`src/rtl/product_disp_pkg.sv`:
```
// product_disp_pkg: shared types and constants for the product display path
package product_disp_pkg;
    typedef enum logic {IDLE, SHIFT} conv_state_t;
    localparam int PROD_WIDTH  = 8;
    localparam int PROD_DIGITS = 3;
    localparam logic [PROD_DIGITS-1:0] BLANK_DEFAULT = {{(PROD_DIGITS-1){1'b1}}, 1'b0};
    function automatic bit digits_fit(input int width, input int digits);
        longint p;
        p = 1;
        for (int i = 0; i < digits; i++) p = p * 10;
        return p > ((longint'(1) << width) - 1);
    endfunction
endpackage

```
`src/rtl/bcd_digit_adj.sv`:
```
// bcd_digit_adj: double-dabble digit correction, adds 3 when the digit is 5 or more
module bcd_digit_adj (
    input  logic [3:0] d,
    output logic [3:0] q
);
    assign q = (d >= 4'd5) ? d + 4'd3 : d;
endmodule

```
`src/rtl/product_bcd_converter.sv`:
```
// product_bcd_converter: sequential binary-to-BCD converter, one double-dabble step per clock
module product_bcd_converter
    import product_disp_pkg::*;
#(
    parameter int WIDTH  = PROD_WIDTH,
    parameter int DIGITS = PROD_DIGITS
) (
    input  logic                  clk,
    input  logic                  rst_n,
    input  logic                  start,
    input  logic [WIDTH-1:0]      bin,
    output logic                  busy,
    output logic                  valid,
    output logic [4*DIGITS-1:0]   bcd,
    output logic [DIGITS-1:0]     blank
);
    localparam int BW = 4 * DIGITS;
    localparam int CW = (WIDTH > 1) ? $clog2(WIDTH) : 1;
    localparam logic [DIGITS-1:0] BLANK_RST = {DIGITS{1'b1}} << 1;
    if (!digits_fit(WIDTH, DIGITS)) begin : g_bad_params
        $error("product_bcd_converter: DIGITS too small for WIDTH");
    end
    conv_state_t state;
    logic [BW-1:0] acc, adj, acc_nx;
    logic [WIDTH-1:0] sh, sh_nx;
    logic [BW+WIDTH-1:0] work_nx;
    logic [CW-1:0] cnt;
    logic [DIGITS-1:0] blank_nx;
    logic zero_run;
    genvar g;
    for (g = 0; g < DIGITS; g++) begin : g_adj
        bcd_digit_adj u_adj (.d(acc[4*g +: 4]), .q(adj[4*g +: 4]));
    end
    // the digit carried out of the top never survives: the result always fits
    assign work_nx = {adj, sh} << 1;
    assign acc_nx  = work_nx[BW+WIDTH-1:WIDTH];
    assign sh_nx   = work_nx[WIDTH-1:0];
    always_comb begin
        blank_nx = '0;
        zero_run = 1'b1;
        for (int i = DIGITS - 1; i > 0; i--) begin
            zero_run    = zero_run & (acc_nx[4*i +: 4] == 4'd0);
            blank_nx[i] = zero_run;
        end
    end
    always_ff @(posedge clk or negedge rst_n) begin
        if (!rst_n) begin
            state <= IDLE;
            busy  <= 1'b0;
            valid <= 1'b0;
            bcd   <= '0;
            blank <= BLANK_RST;
            acc   <= '0;
            sh    <= '0;
            cnt   <= '0;
        end else begin
            valid <= 1'b0;
            if (state == IDLE) begin
                if (start) begin
                    acc   <= '0;
                    sh    <= bin;
                    cnt   <= '0;
                    busy  <= 1'b1;
                    state <= SHIFT;
                end
            end else begin
                acc <= acc_nx;
                sh  <= sh_nx;
                cnt <= cnt + 1'b1;
                if (cnt == CW'(WIDTH - 1)) begin
                    bcd   <= acc_nx;
                    blank <= blank_nx;
                    valid <= 1'b1;
                    busy  <= 1'b0;
                    state <= IDLE;
                end
            end
        end
    end
endmodule
```
`config.mk`:
```
export PLATFORM = sky130hd
export DESIGN_NAME = product_bcd_converter
export DESIGN_NICKNAME = d
export VERILOG_FILES = /design/src/rtl/product_disp_pkg.sv /design/src/rtl/bcd_digit_adj.sv /design/src/rtl/product_bcd_converter.sv
export SDC_FILE = /design/constraint.sdc
export NUM_CORES = 1
export LEC_CHECK = 0
export CORE_ASPECT_RATIO = 0.6
export CORE_MARGIN = 2
export CORE_UTILIZATION = 54
export CTS_CLUSTER_SIZE = 20
export DETAILED_ROUTE_END_ITERATION = 12
export PLACE_DENSITY = 0.79
export SLEW_MARGIN = 20
export SYNTH_ARGS = -nofsm -noshare
export SYNTH_HDL_FRONTEND = slang
export SYNTH_SLANG_ARGS = --single-unit
```
`constraint.sdc`:
```
create_clock -name clk -period 2 [get_ports clk]
set_input_delay 0.5 -clock clk [delete_from_list [all_inputs] [get_ports clk]]
set_output_delay 0.5 -clock clk [all_outputs]
set_load 0.02 [all_outputs]
```
# [Yosys cells after proc, flatten, opt, wreduce, memory -nomap -nowiden]
# Cells that the tools add are included.
[op_classes] add_sub_neg=4 mul=0 div=0 magnitude_cmp=3 n_eq_ne=2 shift=0 n_mux=17 n_bitwise=1 reduce_logical=5
[ops] op="$mux W12" n=2
[ops] op="$mux W8" n=2
[ops] op="$ge A4 B3 Y1 const B" n=3
[ops] op="$mux W3" n=3
[ops] op="$add A4 B2 Y4 const B" n=2
[ops] op="$logic_not A4 Y1" n=2
[ops] op="$mux W1" n=8
[ops] op="$mux W4" n=2
[ops] op="$reduce_and A2 Y1" n=2
[ops] op="$add A3 B1 Y3 const B" n=1
[ops] op="$add A3 B2 Y3 const B" n=1
[ops] op="$eq A3 B3 Y1 const B" n=1
[ops] op="$ne A2 B1 Y1 const B" n=1
[ops] op="$reduce_bool A2 Y1" n=1
[ops] op="$and A1 B1 Y1" n=1
[word_totals] ff_bits=40 latchBits=0 ramBits=0 mem_bits_ro=0 inputBits=11 out_inout_bits=17 wordCells=40 n_memories=0

# [Logic depth before layout (Yosys ltp)]
[depth] depth_word=4 depth_mapped=7 ltp_nobuf=6

# [Hierarchy]
# A second synthesis with hierarchy kept.
[hier_totals] cells_unflattened=163 area_unflattened_um2=1940.6
[modules_own_cells] mod="product_bcd_converter" instances=1 cells_per_inst=115 area_per_inst_um2=1636.6 seq_area_each_um2=1003.5
[modules_own_cells] mod="bcd_digit_adj" instances=3 cells_per_inst=16 area_per_inst_um2=101.3 seq_area_each_um2=0.0

# [Worst setup path after synthesis]
# Ideal clock, no wire load.
[synth_path] path_type="reg-to-reg" start="reg acc[9]" end="reg blank[1]" t_arrival_ns=1.603 t_required_ns=1.903 path_slack_ns=0.300 path_stages_with_launch=7 path_buffers=0 path_cell_list="dfrtp_1 inv_1 ha_1 nand2b_1 a2111oi_4 o211ai_2 o41ai_2"
[synth_between] elab_chain_cells=4 elab_cells_between_ends=5 cone_classes="1 x add/sub; 1 x order compare; 1 x mux; 1 x bitwise; 1 x reduce/logical"
[synth_rtl] element="start, declared" line="product_bcd_converter.sv:24" source="logic [BW-1:0] acc, adj, acc_nx;"
[synth_rtl] element="start signal, assigned" line="product_bcd_converter.sv:67" source="acc <= acc_nx;"
[synth_rtl] element="$ge A4 B3 Y1 / $add A3 B2 Y3 (equally long branches)" line="bcd_digit_adj.sv:6" source="assign q = (d >= 4'd5) ? d + 4'd3 : d;"
[synth_rtl] element="$mux W3 *" line="bcd_digit_adj.sv:6"
[synth_rtl] element="$logic_not A4 Y1 *" line="product_bcd_converter.sv:42" source="zero_run = zero_run & (acc_nx[4*i +: 4] == 4'd0);"
[synth_rtl] element="$and A1 B1 Y1 *" line="product_bcd_converter.sv:42"
[synth_rtl] element="end signal, assigned" line="product_bcd_converter.sv:72" source="blank <= blank_nx;"
[synth_rtl] element="end, declared" line="product_bcd_converter.sv:15" source="output logic [DIGITS-1:0] blank"
# Mark *: on every way between the ends. The rest lies on a longest branch, timed or not.
# A chain may end at the register's enable or synchronous reset.

# [Worst setup path after layout]
[layout_path] start="reg blank[1]" end="out blank[1]"
# No word-level cell between the ends.

==> load_flow_metrics.sql <==
INSERT INTO impl_metrics (metric_group, metric, value, unit) VALUES
('run_status', 'outcome', 'completed', ''),
('floorplan', 'chipHeight', '50.8', 'microns'),
('power_and_ir_drop', 'p_sw_frac', '0.399', ''),
('global_routing', 'antenna_found_initial', '0', ''),
('power_and_ir_drop', 'total_switching_power', '1580', 'uW'),
('floorplan', 'die_area', '4170', 'sq um'),
('routing', 'drt-initial-drc-count', '68', ''),
('clock_tree', 'post-cts-setup-buffers', '0', ''),
('clock_tree', 'clock_sink_count', '40', ''),
('synth', 'synthesis.yosys.warnings', '0', ''),
('power_and_ir_drop', 'part_of_the_power_in_registers', '0.371', ''),
('cells_and_area', 'antenna-diode-count', '0', ''),
('placement', 'setup_slack_at_placement', '0.191', 'ns'),
('routing', 'met2WireLength', '1.82', 'mm'),
('global_routing', 'largest_net_degree_at_the_start_of_global_routing', '38', ''),
('power_and_ir_drop', 'p_clk_frac', '0.141', ''),
('global_routing', 'gr-total-overflow', '0', ''),
('synth', 'ys_dominant_reg_cell', 'sky130_fd_sc_hd__dfrtp_1', ''),
('synth', 'synth.net_count', '205', ''),
('synth', 'synthesized_instance_count', '186', ''),
('synth', 'synthesized_cell_area', '1970', 'sq um'),
('job', 'maxCapViolCount', '0', ''),
('cells_and_area', 'layout.area.seq', '1000', 'sq um'),
('placement', 'placedCellCount', '254', ''),
('power_and_ir_drop', 'vdd_ir_drop_max', '0.843', 'mV'),
('cells_and_area', 'final_core_utilization', '0.709', ''),
('cells_and_area', 'filler_cell_count', '240', ''),
('cells_and_area', 'layout_cell_share_with_drive_strength_beyond_1', '0.115', ''),
('clock_tree', 'cts_tree', 'built', ''),
('worst_setup_path', 'cp_required', '1.50', 'ns'),
('routing', 'drt_first_pass_iters', '4', ''),
('timing', 'crit_share_post_route', '0.965', ''),
('routing', 'viasPerCell', '5.42', ''),
('routing', 'post_detailed_route_wirelength_per_cell', '14.6', 'microns'),
('power_and_ir_drop', 'p_leak', '0.00112', 'uW'),
('clock_tree', 'postCtsResizedCells', '0', ''),
('cells_and_area', 'area_of_the_multi_input_gates', '902', 'sq um'),
('cells_and_area', 'finalNetCount', '235', ''),
('timing', 'post-route-min-period', '1.93', 'ns'),
('timing', 'totalNegativeSetupSlack', '0', 'ns'),
('clock_tree', 'cts.htree.levels', '2', ''),
('timing', 'timing.final.setup_violations', '0', ''),
('worst_setup_path', 'critPathLaunchType', 'register', ''),
('routing', 'detail-route-antenna-nets', '0', ''),
('floorplan', 'start_util', '0.584', ''),
('routing', 'routed_wl', '3.82', 'mm'),
('placement', 'place_congestion', '0.789', ''),
('synth', 'ys_seq_area_frac', '0.508', ''),
('timing', 'layout_setup_ws', '0.0697', 'ns'),
('hold_path', 'worstHoldPathType', 'primary input to async pin', ''),
('timing', 'slew_violations', '0', ''),
('worst_setup_path', 'timing.critical_path.buf_inv', '1', ''),
('synth', 'synth-seq-cells', '40', ''),
('worst_setup_path', 'worst-path-max-fanout', '2', ''),
('clock_tree', 'worst_skew_pair.late_latency', '0.29', 'ns'),
('timing', 'grt_setup_unrepaired', 'no', ''),
('worst_setup_path', 'cp_data_arrival_time', '1.43', 'ns'),
('routing', 'drc', '0', ''),
('floorplan', 'core-area', '3380', 'sq um'),
('worst_setup_path', 'critPathMaxStageDelay', '0.60', 'ns'),
('worst_setup_path', 'timing.critical_path.to_type', 'primary output', ''),
('timing', 'whs', '0.156', 'ns'),
('routing', 'highest-signal-layer', 'met4', ''),
('floorplan', 'floorplan.rows', '16', ''),
('timing', 'finalHoldViolations', '0', ''),
('synth', 'synthDistinctLibCells', '32', ''),
('placement', 'detailed_place_hpwl', '2.81', 'mm'),
('routing', 'wirelength_met1', '1.77', 'mm'),
('clock_tree', 'numCtsBuffers', '5', ''),
('timing', 'finalClockSkew', '0.00390', 'ns'),
('synth', 'post_synth_edffs', '0', '');
flip-flops by register name (all words and copies together), names as in the netlist:
signal	flops
acc	12
valid	1
blank	2
sh	8
cnt	3
busy	1
state	1
bcd	12
power by group through the flow:
stage / clock network [uW] / registers (uW) / logic [uW]
floorplan: 0 / 1590 / 1190
global placement: 0 / 1450 / 1850
detailed placement: 0 / 1480 / 1960
CTS: 567 / 1470 / 1960
global route: 612 / 1520 / 2130
finish: 559 / 1470 / 1940
area by class of cell:
type,count,share of cell area
clock buffer,6,0.0344
multi-input combinational,129,0.376
tap,45,0.0235
timing repair buffer,32,0.130
inverter,8,0.0125
sequential,40,0.419
clock inverter,2,0.00418
cells in the final DEF (no fill, tap or decap), types with 3 or more instances in the layout:
cell type | Yosys | layout
sky130_fd_sc_hd__dfrtp_1 | 38 | 38
sky130_fd_sc_hd__clkdlybuf4s50_1 | 0 | 25
sky130_fd_sc_hd__nand2_1 | 24 | 24
sky130_fd_sc_hd__mux2i_1 | 19 | 19
sky130_fd_sc_hd__o21ai_0 | 19 | 19
sky130_fd_sc_hd__nand2b_1 | 13 | 13
sky130_fd_sc_hd__inv_1 | 8 | 8
sky130_fd_sc_hd__ha_1 | 8 | 8
sky130_fd_sc_hd__a21oi_1 | 7 | 7
sky130_fd_sc_hd__nor2_1 | 6 | 6
sky130_fd_sc_hd__nor3b_1 | 6 | 6
sky130_fd_sc_hd__clkbuf_8 | 0 | 6
sky130_fd_sc_hd__buf_4 | 1 | 5
sky130_fd_sc_hd__mux2_2 | 4 | 4
sky130_fd_sc_hd__xnor2_1 | 3 | 3
synth_stat cells (all sizes together), types with 2 or more instances:
cell | instances | area share
a21o | 2 | 0.0076
a21oi | 7 | 0.018
a22o | 2 | 0.0089
and2 | 2 | 0.0063
buf | 2 | 0.0063
clkbuf | 7 | 0.013
dfrtp | 38 | 0.48
dfstp | 2 | 0.027
ha | 8 | 0.051
inv | 8 | 0.015
mux2 | 4 | 0.023
mux2i | 19 | 0.096
nand2 | 24 | 0.046
nand2b | 13 | 0.041
nor2 | 6 | 0.011
nor3b | 6 | 0.023
o211ai | 2 | 0.010
o21ai | 21 | 0.053
xnor2 | 3 | 0.013
metal layers:
| metal | vias up | global-route usage |
|---|---|---|
| li1 | 694 | - |
| met1 | 685 | 0.253 |
| met2 | 32 | 0.355 |
| met3 | 9 | 0.0618 |
| met4 | 0 | 0.0583 |
| met5 | - | 0 |
worst register-to-register path: stages, from the launching register on:
cell and delay (ns):
sky130_fd_sc_hd__dfrtp_1 0.42, sky130_fd_sc_hd__inv_1 0.10, sky130_fd_sc_hd__ha_1 0.21, sky130_fd_sc_hd__nand2b_1 0.19, sky130_fd_sc_hd__a2111oi_4 0.36, sky130_fd_sc_hd__o211ai_2 0.14, sky130_fd_sc_hd__o41ai_2 0.32
worst paths after layout:
kind / from / to / slack, ns / cells after the start
min: rst_n / bcd[0] / 0.16 / 1
max: blank[1] / blank[1] / 0.07 / 1
max reg2reg: acc[9] / blank[1] / 0.16 / 6
max in group asynchronous: rst_n / blank[2] / 1.29 / 2
min reg2reg: bcd[3] / bcd[3] / 0.49 / 2
min in group clk: bcd[3] / bcd[3] / 0.49 / 2
cells by family (layout without fill, tap and decap cells):
| kind of cell | after synthesis | count (layout) | share of synthesized area |
|---|---|---|---|
| other | 1 | 1 | 0.00190 |
| xor gates and xnor gates | 3 | 3 | 0.0133 |
| DFF | 40 | 40 | 0.508 |
| muxes | 23 | 23 | 0.119 |
| adders and majority gates | 8 | 8 | 0.0507 |
| buffers and inverters | 17 | 48 | 0.0349 |
| AOI/OAI and AO/OA | 39 | 39 | 0.131 |
| and+or+nand+nor | 55 | 55 | 0.141 |
per-stage QoR:
stage	area [sq um]	total power (uW)
2_1_floorplan	1970	2780
3_3_place_gp	2300	3300
3_5_place_dp	2300	3440
4_1_cts	2400	4000
5_1_grt	2400	4250
6_report	2400	3970
Note: power is estimated with default switching activity, not from simulation.
